`config.mk`:
```
export PLATFORM = sky130hd
export DESIGN_NAME = gpr_multiport_flat
export DESIGN_NICKNAME = d
export VERILOG_FILES = /design/src/rtl/gpr_multiport_pkg.sv /design/src/rtl/gpr_multiport_if.sv /design/src/rtl/gpr_multiport_wr_arbiter.sv /design/src/rtl/gpr_multiport.sv /design/src/flat_wrapper.sv
export SDC_FILE = /design/constraint.sdc
export NUM_CORES = 2
export LEC_CHECK = 0
export CORE_MARGIN = 1
export CORE_UTILIZATION = 29
export DETAILED_ROUTE_END_ITERATION = 6
export HOLD_SLACK_MARGIN = 0.12
export PLACE_DENSITY_LB_ADDON = 0.1
export SYNTH_ARGS = -nofsm -noshare
export SYNTH_HDL_FRONTEND = slang
export SYNTH_SLANG_ARGS = --single-unit
```
`constraint.sdc`:
```
create_clock -name clk -period 5.46 [get_ports clk]
set_input_delay 1.365 -clock clk [delete_from_list [all_inputs] [get_ports clk]]
set_output_delay 1.365 -clock clk [all_outputs]
set_load 0.05 [all_outputs]
```
`src/rtl/gpr_multiport_pkg.sv`:
```
// Shared widths, zero-register index and write-port priority resolution for gpr_multiport.
package gpr_multiport_pkg;

    localparam int GPR_ADDR_W   = 5;
    localparam int GPR_DATA_W   = 32;
    localparam int GPR_MAX_WR   = 3;
    localparam int GPR_ZERO_REG = 0;

    // One-hot grant of the highest-index matching write port (higher index wins).
    function automatic logic [GPR_MAX_WR-1:0] gpr_win_port(input logic [GPR_MAX_WR-1:0] match);
        logic [GPR_MAX_WR-1:0] grant;
        grant = '0;
        for (int p = 0; p < GPR_MAX_WR; p++) begin
            if (match[p]) begin
                grant    = '0;
                grant[p] = 1'b1;
            end
        end
        return grant;
    endfunction

endpackage

```
`src/rtl/gpr_multiport_if.sv`:
```
// Read/write/issue/debug bundle between the pipeline (master) and the register file (slave).
interface gpr_multiport_if import gpr_multiport_pkg::*; #(
    parameter int ADDR_WIDTH = GPR_ADDR_W,
    parameter int DATA_WIDTH = GPR_DATA_W,
    parameter int NUM_RD     = 2,
    parameter int NUM_WR     = 2
);
    localparam int DEPTH = 1 << ADDR_WIDTH;

    logic [NUM_RD-1:0][ADDR_WIDTH-1:0] rd_addr;
    logic [NUM_RD-1:0][DATA_WIDTH-1:0] rd_data;
    logic [NUM_RD-1:0]                 rd_busy;
    logic [NUM_WR-1:0]                 wr_en;
    logic [NUM_WR-1:0][ADDR_WIDTH-1:0] wr_addr;
    logic [NUM_WR-1:0][DATA_WIDTH-1:0] wr_data;
    logic                              iss_valid;
    logic [ADDR_WIDTH-1:0]             iss_rd;
    logic                              any_busy;
    logic [DEPTH-1:0][DATA_WIDTH-1:0]  dbg_rf;

    modport master (
        output rd_addr, wr_en, wr_addr, wr_data, iss_valid, iss_rd,
        input  rd_data, rd_busy, any_busy, dbg_rf
    );

    modport slave (
        input  rd_addr, wr_en, wr_addr, wr_data, iss_valid, iss_rd,
        output rd_data, rd_busy, any_busy, dbg_rf
    );

endinterface

```
`src/rtl/gpr_multiport_wr_arbiter.sv`:
```
// Resolves which write port (if any) targets one register index and selects its data.
module gpr_wr_arbiter import gpr_multiport_pkg::*; #(
    parameter int ADDR_WIDTH = GPR_ADDR_W,
    parameter int DATA_WIDTH = GPR_DATA_W,
    parameter int NUM_WR     = 2
) (
    input  logic [NUM_WR-1:0]                 wr_en,
    input  logic [NUM_WR-1:0][ADDR_WIDTH-1:0] wr_addr,
    input  logic [NUM_WR-1:0][DATA_WIDTH-1:0] wr_data,
    input  logic [ADDR_WIDTH-1:0]             target,
    output logic                              hit,
    output logic [DATA_WIDTH-1:0]             data
);
    logic [GPR_MAX_WR-1:0] match;
    logic [GPR_MAX_WR-1:0] grant;

    always_comb begin
        match = '0;
        for (int p = 0; p < NUM_WR; p++) begin
            match[p] = wr_en[p] && (wr_addr[p] == target);
        end
        grant = gpr_win_port(match);
        hit   = |grant;
        data  = '0;
        for (int p = 0; p < NUM_WR; p++) begin
            if (grant[p]) data = wr_data[p];
        end
    end

endmodule

```
`src/rtl/gpr_multiport.sv`:
```
// Multiport GPR file with busy scoreboard and debug view.
// Define GPR_BYPASS_EN for write-first read-during-write forwarding on the read ports.
module gpr_multiport import gpr_multiport_pkg::*; #(
    parameter int ADDR_WIDTH = GPR_ADDR_W,
    parameter int DATA_WIDTH = GPR_DATA_W,
    parameter int NUM_RD     = 2,
    parameter int NUM_WR     = 2
) (
    input  logic           clk,
    input  logic           rst_n,
    gpr_multiport_if.slave bus
);
    localparam int DEPTH = 1 << ADDR_WIDTH;

    logic [DEPTH-1:0][DATA_WIDTH-1:0] regs;
    logic [DEPTH-1:0][DATA_WIDTH-1:0] wr_sel;
    logic [DEPTH-1:0]                 busy;
    logic [DEPTH-1:0]                 wr_hit;
    logic [DEPTH-1:0]                 iss_hit;

    // x0 has no write decoder and no issue decode, so it stays zero and never busy.
    assign wr_hit[GPR_ZERO_REG]  = 1'b0;
    assign wr_sel[GPR_ZERO_REG]  = '0;
    assign iss_hit[GPR_ZERO_REG] = 1'b0;

    for (genvar i = GPR_ZERO_REG + 1; i < DEPTH; i++) begin : g_reg
        gpr_wr_arbiter #(
            .ADDR_WIDTH(ADDR_WIDTH),
            .DATA_WIDTH(DATA_WIDTH),
            .NUM_WR    (NUM_WR)
        ) u_arb (
            .wr_en  (bus.wr_en),
            .wr_addr(bus.wr_addr),
            .wr_data(bus.wr_data),
            .target (ADDR_WIDTH'(i)),
            .hit    (wr_hit[i]),
            .data   (wr_sel[i])
        );
        assign iss_hit[i] = bus.iss_valid && (bus.iss_rd == ADDR_WIDTH'(i));
    end

    always_ff @(posedge clk or negedge rst_n) begin
        if (!rst_n) begin
            regs <= '0;
            busy <= '0;
        end else begin
            for (int i = GPR_ZERO_REG + 1; i < DEPTH; i++) begin
                if (wr_hit[i]) regs[i] <= wr_sel[i];
                // A new producer supersedes the one retiring this cycle.
                if (iss_hit[i])     busy[i] <= 1'b1;
                else if (wr_hit[i]) busy[i] <= 1'b0;
            end
        end
    end

    for (genvar k = 0; k < NUM_RD; k++) begin : g_rd
        logic [ADDR_WIDTH-1:0] addr;
        assign addr = bus.rd_addr[k];
`ifdef GPR_BYPASS_EN
        logic                  byp_hit;
        logic [DATA_WIDTH-1:0] byp_data;
        logic                  fwd;

        gpr_wr_arbiter #(
            .ADDR_WIDTH(ADDR_WIDTH),
            .DATA_WIDTH(DATA_WIDTH),
            .NUM_WR    (NUM_WR)
        ) u_byp (
            .wr_en  (bus.wr_en),
            .wr_addr(bus.wr_addr),
            .wr_data(bus.wr_data),
            .target (addr),
            .hit    (byp_hit),
            .data   (byp_data)
        );

        assign fwd            = byp_hit && (addr != ADDR_WIDTH'(GPR_ZERO_REG));
        assign bus.rd_data[k] = fwd ? byp_data : regs[addr];
        // Retiring producer clears busy early unless a new one is issued on the same edge.
        assign bus.rd_busy[k] = busy[addr] && !(fwd && !iss_hit[addr]);
`else
        assign bus.rd_data[k] = regs[addr];
        assign bus.rd_busy[k] = busy[addr];
`endif
    end

    assign bus.any_busy = |busy;
    assign bus.dbg_rf   = regs;

endmodule

```
`src/flat_wrapper.sv`:
```
// flat-port wrapper written by rule: the top's interface ports become plain ports
module gpr_multiport_flat import gpr_multiport_pkg::*;
#(
    parameter int ADDR_WIDTH = GPR_ADDR_W,
    parameter int DATA_WIDTH = GPR_DATA_W,
    parameter int NUM_RD     = 2,
    parameter int NUM_WR     = 2
)
  (clk, rst_n, bus_rd_addr, bus_wr_en, bus_wr_addr, bus_wr_data, bus_iss_valid, bus_iss_rd, bus_rd_data, bus_rd_busy, bus_any_busy, bus_dbg_rf);
  gpr_multiport_if #(.ADDR_WIDTH(ADDR_WIDTH), .DATA_WIDTH(DATA_WIDTH), .NUM_RD(NUM_RD), .NUM_WR(NUM_WR)) bus_i ();
  input  logic clk;
  input  logic rst_n;
  input wire logic [$bits(bus_i.rd_addr)-1:0] bus_rd_addr;
  input wire logic [$bits(bus_i.wr_en)-1:0] bus_wr_en;
  input wire logic [$bits(bus_i.wr_addr)-1:0] bus_wr_addr;
  input wire logic [$bits(bus_i.wr_data)-1:0] bus_wr_data;
  input wire logic [$bits(bus_i.iss_valid)-1:0] bus_iss_valid;
  input wire logic [$bits(bus_i.iss_rd)-1:0] bus_iss_rd;
  output wire logic [$bits(bus_i.rd_data)-1:0] bus_rd_data;
  output wire logic [$bits(bus_i.rd_busy)-1:0] bus_rd_busy;
  output wire logic [$bits(bus_i.any_busy)-1:0] bus_any_busy;
  output wire logic [$bits(bus_i.dbg_rf)-1:0] bus_dbg_rf;
  assign bus_i.rd_addr = bus_rd_addr;
  assign bus_i.wr_en = bus_wr_en;
  assign bus_i.wr_addr = bus_wr_addr;
  assign bus_i.wr_data = bus_wr_data;
  assign bus_i.iss_valid = bus_iss_valid;
  assign bus_i.iss_rd = bus_iss_rd;
  assign bus_rd_data = bus_i.rd_data;
  assign bus_rd_busy = bus_i.rd_busy;
  assign bus_any_busy = bus_i.any_busy;
  assign bus_dbg_rf = bus_i.dbg_rf;
  gpr_multiport #(.ADDR_WIDTH(ADDR_WIDTH), .DATA_WIDTH(DATA_WIDTH), .NUM_RD(NUM_RD), .NUM_WR(NUM_WR)) u_core (.clk(clk), .rst_n(rst_n), .bus(bus_i));
endmodule
```
==> reports/metrics.csv <==
metric;value;unit
fin_crit_sh;101.4;%
ys_ff_latch;1023;
synth_area_leaders;dfrtp_1 40%, mux2i_1 18%, mux4_2 14%;
vias_per_cell;5.856;
cts_buffers;136;
hold_class;primary input to asynchronous set/reset pin;
nNetsFinal;7141;
htreeDepth;4;
grt_pass1_wl;529600;um
power.density;496.4;nW/um^2
fmax;0.1806;GHz
clk_pin_slew;60;ps
dp_slack;-12.19;ps
slew_violations;0;
rows;172;
grt_pass1_vias;56580;
swShare;47.68;%
hold_viol;0;
finalSetupTns;-77.14;ps
maxSlewHeadroom;11.67;%
synth_edf_count;0;
period_needed;5537;ps
wl_per_cell;39.01;um
drc_errors;0;
drive_gt1_share;16.15;%
antenna_found_initial;33;
synth_common_cells;1,157 x mux2i_1, 1,023 x dfrtp_1, 612 x nand2_1, 531 x nor2_1, 512 x a21oi_1;
seq_area_frac_synth;39.95;%
failed_checks;negative setup slack;
p_switching;20060;uW
fp.dieW;472.1;um
die_y;472.1;um
leakagePower;0.03579;uW
dr.pass1.iters;6;
worstPathArrival;4170;ps
drt_iter0_markers;7178;
fin_area;84750;um^2
synth_ff_type;dfrtp_1;
syn-instance-count;6193;
vias;59250;
track_usage;34.57;%
yosys_warnings;33;
synthDistinctLibCells;37;
cap_violations;0;
p_int;22010;uW
crit_type;primary input to primary output;
core;219700;um^2
crit_required;4090;ps
io_pins;1185;
endpoint_kind;primary output;
fin_ws;-77.14;ps
yosysTopAreaCellShare;39.95;%
place.gp.congestion;0.9231;
grt_start_max_net_pins;137;
fill_cells;21590;
finClkSkew;0;ps
portBuffers;1151;
dp_hpwl;274600;um
clock_sinks;1023;
seqPwrFrac;31.7;%
area_growth_syn_to_layout;32.26;%
clockBufferDepth;3;
cts_root_buffer;clkbuf_16;
clock_latency;820;ps
final_antenna_net_count;0;
async_reset_ff_share;100.0;%
cts_setup_buffers;0;
stdcell_count;10120;
postPlaceCellArea;80160;um^2
avgSynthCellArea;10.35;um^2
yosysTopAreaCell;dfrtp_1;
dp.cells;9867;
status;complete, but fails checks;
rsz0062_at_grt;false;
worst_pin_slew;1321;ps
pwr-share-clk;22.3;%
setup_viol;1;
startpoint_type;primary input;
cts_tree;yes;
yosysMostFrequentCell;mux2i_1;
p_comb_share;45.9;%
overflow;0;
ir_drop;366.3;uV
synth_area;64080;um^2
start_util;29.16;%
detail_route.wirelength;394700;um
worstPathMaxFanout;40;
dieArea;222800;um^2
==> worst max-delay path, stage by stage <==
cell,delay (ps)
buf_8,330
nand2_4,510
buf_4,390
o22ai_1,190
a211oi_1,150
o31ai_1,790
buf_4,340
==> registers in the layout, indices dropped and copies added (netlist names) <==
register and count:
u_core.bus.dbg_rf 992, u_core.busy 31
==> logic make-up (layout without fill, tap and decap cells) <==
group,Yosys count,count (layout),synth area share (%)
AOI/OAI and AO/OA,1485,1485,13.52
buffers and inverters,782,1711,5.223
DFF,1023,1023,39.95
muxes,1619,1619,33.15
other,2,39,0.01172
and+or+nand+nor,1282,1282,8.142
==> per-stage QoR <==
stage | hold slack [ps] | util (%) | power (uW)
detailed placement | 537.8 | 36.48 | 32570
global route | 487.4 | 38.57 | 43240
CTS | 464.8 | 38.56 | 42050
floorplan | 504.4 | - | 23500
global placement | 516.3 | 36.48 | 32440
finish | 476.9 | 38.57 | 42070
==> placed cells by master, fill, tap and decap left out, types with 11 or more instances in the layout <==
| cell | instances |
|---|---|
| mux4_2 | 396 |
| o21ai_1 | 64 |
| clkbuf_8 | 33 |
| a22o_1 | 198 |
| a21oi_1 | 512 |
| o21ai_0 | 496 |
| mux2i_1 | 1157 |
| a32o_1 | 15 |
| clkbuf_1 | 32 |
| buf_2 | 19 |
| nor2_1 | 521 |
| clkdlybuf4s50_1 | 1055 |
| clkinv_2 | 14 |
| dfrtp_1 | 1023 |
| inv_1 | 12 |
| conb_1 | 33 |
| nand2_4 | 27 |
| buf_12 | 124 |
| and3_1 | 33 |
| nand2_1 | 585 |
| mux2_2 | 66 |
| o22ai_1 | 66 |
| a211oi_1 | 66 |
| and2_1 | 36 |
| clkbuf_16 | 138 |
| nor2_4 | 20 |
| and2_4 | 11 |
| o31ai_1 | 66 |
| buf_4 | 249 |
==> power groups by stage <==
stage	combinational, uW	sequential (uW)	clock [uW]
after floorplan	5260	18200	0
after global placement	19200	13300	0
after detailed placement	19300	13300	0
after CTS	19300	13200	9530
after global routing	20000	13400	9810
final	19300	13400	9390
==> worst paths after layout <==
path | slack, ps | from | cells after the start | to
setup reg to reg | 4420 | u_core.bus.dbg_rf[223]$_DFFE_PN0P_ | 2 | u_core.bus.dbg_rf[223]$_DFFE_PN0P_
min in group clk | 550 | u_core.busy[1]$_DFFE_PN0P_ | 1 | u_core.busy[1]$_DFFE_PN0P_
hold / removal | 480 | rst_n | 1 | u_core.bus.dbg_rf[732]$_DFFE_PN0P_
setup / recovery | -80 | bus_rd_addr[2] | 7 | bus_rd_data[0]
hold reg to reg | 550 | u_core.busy[1]$_DFFE_PN0P_ | 1 | u_core.busy[1]$_DFFE_PN0P_
max in group asynchronous | 3500 | rst_n | 3 | u_core.bus.dbg_rf[767]$_DFFE_PN0P_
==> metal layers <==
metal | GRT usage (%) | routed length [um] | up-vias
met2 | 53.06 | 176700 | 3633
met4 | 17.04 | 21930 | 20
met3 | 8.397 | 34950 | 711
met5 | 0 | 135 | -
met1 | 45.31 | 161000 | 30600
li1 | - | - | 24280
==> final cells by class <==
class	instances	area, um^2	area share [%]
multi-input combinational	4419	35710	42.14
tap	2958	3701	4.367
inverter	14	55.05	0.06496
timing repair buffer	1453	15090	17.81
clock buffer	203	4028	4.752
clock inverter	41	543.0	0.6407
antenna	6	15.01	0.01772
sequential	1023	25600	30.21
==> what timing repair did <==
action	4_1_cts	5_1_grt
gates resized for setup	1	1
hold endpoints to repair	0	0
hold buffers	0	0
setup endpoints to repair	1	1
Power figures use the tool's default switching activity.
